### config.mk
export PLATFORM = sky130hd
export DESIGN_NAME = approx_adder_pipe
export DESIGN_NICKNAME = d
export VERILOG_FILES = /design/src/rtl/approx_adder_pipe.sv
export SDC_FILE = /design/constraint.sdc
export NUM_CORES = 1
export LEC_CHECK = 0
export ABC_AREA = 1
export CAP_MARGIN = 40
export CORE_MARGIN = 2
export CORE_UTILIZATION = 45
export DETAILED_ROUTE_END_ITERATION = 8
export PLACE_DENSITY = 0.69
export SETUP_SLACK_MARGIN = 0.5
export SLEW_MARGIN = 20
export SYNTH_ARGS = -nofsm -noshare
export SYNTH_HDL_FRONTEND = slang
export SYNTH_SLANG_ARGS = --single-unit
### constraint.sdc
create_clock -name clk -period 11.01 [get_ports clk]
set_input_delay 2.202 -clock clk [delete_from_list [all_inputs] [get_ports clk]]
set_output_delay 2.202 -clock clk [all_outputs]
set_load 0.01 [all_outputs]
### src/rtl/approx_adder_pipe.sv
// Pipelined ripple adder whose low APPROX_BITS cells can run as approximate
// (sum = NOT carry) cells, with a parallel exact reference and error counter.
module approx_adder_pipe #(
    parameter int WIDTH       = 16,
    parameter int APPROX_BITS = 4,
    parameter int STAGES      = 2,
    parameter int CNT_W       = 16
) (
    input  logic             clk,
    input  logic             rst_n,
    input  logic             in_valid,
    output logic             in_ready,
    input  logic [WIDTH-1:0] a,
    input  logic [WIDTH-1:0] b,
    input  logic             cin,
    input  logic             approx_en,
    output logic             out_valid,
    input  logic             out_ready,
    output logic [WIDTH-1:0] sum,
    output logic             cout,
    output logic             out_err,
    input  logic             cnt_clr,
    output logic [CNT_W-1:0] err_cnt
);

    localparam int SEG  = (WIDTH + STAGES - 1) / STAGES;
    localparam int NREG = (STAGES > 1) ? STAGES - 1 : 1;

    function automatic logic maj3(input logic x, input logic y, input logic z);
        return (x & y) | (x & z) | (y & z);
    endfunction

    // One carry-chain segment covering bits [lo, hi); bits outside pass through.
    function automatic logic [WIDTH:0] seg_add(
        input logic [WIDTH-1:0] s_in,
        input logic [WIDTH-1:0] op_a,
        input logic [WIDTH-1:0] op_b,
        input logic             c_in,
        input logic             apx,
        input int               lo,
        input int               hi
    );
        logic [WIDTH-1:0] s;
        logic             c;
        logic             m;
        s = s_in;
        c = c_in;
        for (int i = 0; i < WIDTH; i++) begin
            if (i >= lo && i < hi) begin
                m    = maj3(op_a[i], op_b[i], c);
                s[i] = (apx && i < APPROX_BITS) ? ~m : (op_a[i] ^ op_b[i] ^ c);
                c    = m;
            end
        end
        return {c, s};
    endfunction

    function automatic logic [CNT_W-1:0] sat_inc(input logic [CNT_W-1:0] v);
        return (&v) ? v : v + CNT_W'(1);
    endfunction

    logic             en;
    logic [WIDTH-1:0] a_d   [STAGES];
    logic [WIDTH-1:0] b_d   [STAGES];
    logic [WIDTH-1:0] s_d   [STAGES];
    logic             c_d   [STAGES];
    logic             x_d   [STAGES];
    logic [WIDTH:0]   r_d   [STAGES];
    logic [WIDTH:0]   nxt   [STAGES];

    logic [WIDTH-1:0] a_p   [NREG];
    logic [WIDTH-1:0] b_p   [NREG];
    logic [WIDTH-1:0] s_p   [NREG];
    logic             c_p   [NREG];
    logic             x_p   [NREG];
    logic [WIDTH:0]   r_p   [NREG];
    logic [STAGES-1:0] vld_p;

    logic [WIDTH-1:0] sum_q;
    logic             cout_q;
    logic             err_q;
    logic [CNT_W-1:0] cnt_q;

    assign en        = !vld_p[STAGES-1] || out_ready;
    assign in_ready  = en;
    assign out_valid = vld_p[STAGES-1];
    assign sum       = sum_q;
    assign cout      = cout_q;
    assign out_err   = err_q;
    assign err_cnt   = cnt_q;

    always_comb begin
        a_d[0] = a;
        b_d[0] = b;
        s_d[0] = '0;
        c_d[0] = cin;
        x_d[0] = approx_en;
        r_d[0] = {1'b0, a} + {1'b0, b} + {{WIDTH{1'b0}}, cin};
        for (int k = 1; k < STAGES; k++) begin
            a_d[k] = a_p[k-1];
            b_d[k] = b_p[k-1];
            s_d[k] = s_p[k-1];
            c_d[k] = c_p[k-1];
            x_d[k] = x_p[k-1];
            r_d[k] = r_p[k-1];
        end
        for (int k = 0; k < STAGES; k++) begin
            nxt[k] = seg_add(s_d[k], a_d[k], b_d[k], c_d[k], x_d[k], k * SEG,
                             ((k + 1) * SEG > WIDTH) ? WIDTH : (k + 1) * SEG);
        end
    end

    // Stage boundaries: segment k result lands in register k; the last segment
    // lands directly in the output registers.
    always_ff @(posedge clk) begin
        if (en) begin
            for (int k = 0; k < STAGES - 1; k++) begin
                a_p[k] <= a_d[k];
                b_p[k] <= b_d[k];
                s_p[k] <= nxt[k][WIDTH-1:0];
                c_p[k] <= nxt[k][WIDTH];
                x_p[k] <= x_d[k];
                r_p[k] <= r_d[k];
            end
        end
    end

    always_ff @(posedge clk or negedge rst_n) begin
        if (!rst_n) begin
            vld_p  <= '0;
            sum_q  <= '0;
            cout_q <= 1'b0;
            err_q  <= 1'b0;
        end else if (en) begin
            vld_p[0] <= in_valid;
            for (int k = 1; k < STAGES; k++) begin
                vld_p[k] <= vld_p[k-1];
            end
            sum_q  <= nxt[STAGES-1][WIDTH-1:0];
            cout_q <= nxt[STAGES-1][WIDTH];
            err_q  <= (nxt[STAGES-1] != r_d[STAGES-1]);
        end
    end

    always_ff @(posedge clk or negedge rst_n) begin
        if (!rst_n) begin
            cnt_q <= '0;
        end else if (cnt_clr) begin
            cnt_q <= '0;
        end else if (vld_p[STAGES-1] && out_ready && err_q) begin
            cnt_q <= sat_inc(cnt_q);
        end
    end

endmodule

==> summary.txt <==
Status
  • Result of the run: finished, final reports clean

Power
  • Leak pwr: 2.66 nW
  • Pwr Total: 0.836 mW
  • Peak supply drop: 0.0000570 V
  • Total power divided by cell area: 145 mW/mm²

Critical path
  • Type of the worst setup path: primary input to primary output
  • Crit path launch type: primary input
  • Top fanout value on the critical path: 53
  • Critical R2R Launch: a_p[0][8]
  • Kind of capture point of the worst setup path: primary output
  • Required arrival time at the worst endpoint: 8.81 ns
  • Crit path DAT: 3.96 ns
  • Worst r2r dst: out_err
  • FF-to-FF path depth: 18
  • Minimum setup slack among reg-to-reg paths: 6.85 ns

CTS
  • CTS Sinks: between 70 and 80
  • Number of CTS-inserted buffers: 9
  • Reg clk slew, reported paths: 0.08 ns
  • CTS Root Cell: sky130_fd_sc_hd__clkbuf_8
  • Number of hold buffers added after cts: 0
  • Maximum buffer depth of the clock tree: 2
  • TritonCTS clock tree: built
  • H-tree levels: 3
  • Clock latency on the worst-skew pair: 0.35 ns
  • Number of resized instances in the post-cts repair step: 0
  • Setup repair bufs after CTS: 0

Die
  • Ports: 75
  • Die X-Extent: 106 µm
  • Num rows: 37
  • Height of the chip: around 110 µm
  • Effective utilization at floorplan: 45.9%
  • CORE AREA: 0.0102 mm²
  • Die Outline Area: 0.0112 mm²

Hold path
  • Min-Delay Path Class: flop to flop
  • Launch instance of the worst min-delay path: vld_p[0]
  • Endpoint of the worst hold-timing path: vld_p[1]
  • Cells on Worst Hold Path: 2

Timing
  • Hold violation count in the final report: 0
  • Final setup TNS: 0 ns
  • RSZ-0062 raised after global routing: false
  • Time the final worst path needs with I/O delays and setup: 6.16 ns
  • Part of the cycle the worst path needs: 56.0%
  • Slew HR: between 50% and 60%
  • Worst hold slack across all endpoints: around 0.45 ns
  • Max Fclk: 162 MHz
  • Finish-stage setup viols: 0
  • Final Slew Violations: 0
  • Final clock skew: around 0.0094 ns
  • Pin slew with the least headroom to its limit: 0.749 ns

Synth
  • Cell Area, Synth: between 0.004 and 0.005 mm²
  • Leading register cell type out of synthesis: sky130_fd_sc_hd__edfxtp_1
  • Warning count from the yosys run: 0
  • Synthesized netlist cell count: between 500 and 600
  • Area share of fa/ha/maj cells after synthesis: 11.6%
  • Synthesized area per cell: slightly below 9 µm²
  • Share of the yosys chip area belonging to registers: 46.2%
  • Fraction of synthesized cell area in xor and xnor cells: 2.81%
  • Count of distinct cell types in the synthesized netlist: 30
  • Mux cell area share after synthesis: 0%
  • Post-synthesis async set-or-reset flop share: ~46%
  • Post-synthesis compound-gate area fraction: between 7 and 8%
  • Simple-Gate Fraction of Synth Area: 23.9%
  • Combinational family with the most area after synthesis: simple AND/OR/NAND/NOR gates
  • Syn nets: ~610
  • Seq cells post-synth: 78
  • Number of enable-type register cells in the synthesized netlist: 42

Drt
  • Post-detailed-route count of antenna-violating nets: 0
  • Number of search-and-repair iterations in the first detailed-routing pass: 4
  • Drt initial violations: 112
  • Via count: 3649
  • Post-detailed-route DRC marker count: 0
  • Post-DR vias/cell: 4.79
  • Total wire length: 9330 µm
  • Routed len/inst: roughly 12 µm

Final layout
  • Commonest non-fill, non-tap cell in the layout: sky130_fd_sc_hd__nand2_1
  • Commonest cells after routing, fill and taps aside: 179 x sky130_fd_sc_hd__nand2_1, 82 x sky130_fd_sc_hd__inv_1, 73 x sky130_fd_sc_hd__clkdlybuf4s50_1
  • Layout overhead on the synthesized area: 23.4%
  • Core occupancy in the finished layout: ~57%
  • Layout net count: 693
  • Antenna Cells: 0
  • Share of final-layout standard cells stronger than drive strength 1: 7.19%
  • Post-route standard cell area excluding fillers: 0.00577 mm²

Global routing
  • Wire length of the first global-routing pass: roughly 16000 µm
  • Maximum number of pins on one net before global-route repair: between 50 and 60
  • Number of antenna violations at the first check in global routing: 0
  • Global routing usage summed across all routing layers: 18.1%
  • Total overflow reported by the global router: 0
  • Number of global-route vias before repair: 3475

Placement
  • Port Buffers: 74
  • Dpl hpwl: 7360 µm
  • Cell area after placement: 0.00554 mm²
  • Final Wtd Congestion: a little over 0.8

Job
  • Max Cap Viol: 0
## registers in the layout, indices dropped and copies added (netlist names)
name     count
b_p          8
vld_p        2
err_cnt     16
a_p          8
cout         1
r_p         17
sum         16
c_p          1
s_p          8
out_err      1
## cells in the mapped netlist, types with 6 or more instances
cell	number	area share, %
sky130_fd_sc_hd__nand2_1	180	14
sky130_fd_sc_hd__inv_1	82	6.6
sky130_fd_sc_hd__edfxtp_1	42	27
sky130_fd_sc_hd__nor2_1	38	3.1
sky130_fd_sc_hd__dfrtp_1	36	19
sky130_fd_sc_hd__nand3_1	27	2.9
sky130_fd_sc_hd__o21ai_0	27	2.9
sky130_fd_sc_hd__fa_1	17	7.3
sky130_fd_sc_hd__ha_1	16	4.3
sky130_fd_sc_hd__a21oi_1	13	1.4
sky130_fd_sc_hd__o21ai_2	12	2.2
sky130_fd_sc_hd__xor2_1	11	2.1
sky130_fd_sc_hd__o21bai_1	6	0.96
## report_power, final
part / internal (mW) / total [mW] / leakage (nW) / switching, mW
sequential: 0.360 / 0.386 / 0.884 / 0.0260
combinational: 0.102 / 0.220 / 1.68 / 0.118
clock: 0.127 / 0.231 / 0.0985 / 0.103
## per-layer routing
metal | GRT usage (%) | up-vias | wire [µm]
li1 | - | 1866 | -
met1 | 22.9 | 1674 | 4170
met2 | 30.7 | 90 | 4530
met3 | 3.19 | 19 | 401
met4 | 7.61 | 0 | 222
met5 | 0 | - | 0
## cell type report
type / count / area, µm²
Fill cell: 928 / 4410
Sequential cell: 78 / 2160
Multi-Input combinational cell: 373 / 2150
Timing Repair Buffer: 76 / 763
Inverter: 83 / 312
Tap cell: 136 / 170
Clock buffer: 10 / 128
Clock inverter: 6 / 87.6
## critical path, stage by stage
cell and delay [ns]:
sky130_fd_sc_hd__clkdlybuf4s50_1 0.48, sky130_fd_sc_hd__inv_1 0.05, sky130_fd_sc_hd__nand2_2 0.05, sky130_fd_sc_hd__buf_4 0.50
sky130_fd_sc_hd__clkdlybuf4s50_1 0.66
## worst max-delay path by stage
stage                    from  cells past startpoint   endpoint
global placement    out_ready                      5   in_ready
detailed placement  out_ready                      5   in_ready
CTS                 out_ready                      5   in_ready
finish              out_ready                      5   in_ready
global route        out_ready                      5   in_ready
floorplan                a[0]                     12  s_p[0][7]
## kinds of logic after synthesis
kind of cell,after synthesis
AND/OR/NAND/NOR,266
AO/OA/AOI/OAI,59
XOR/XNOR,15
buffers and inverters,90
adder cells (fa/ha/maj),33
flip-flops,78
## per-stage QoR
stage	setup slack, ns	instances
after floorplan	5.56	541
after global placement	4.82	745
after detailed placement	4.82	745
after CTS	4.81	761
after global routing	4.72	762
final	4.85	762
(Power assumes the default switching activity.)
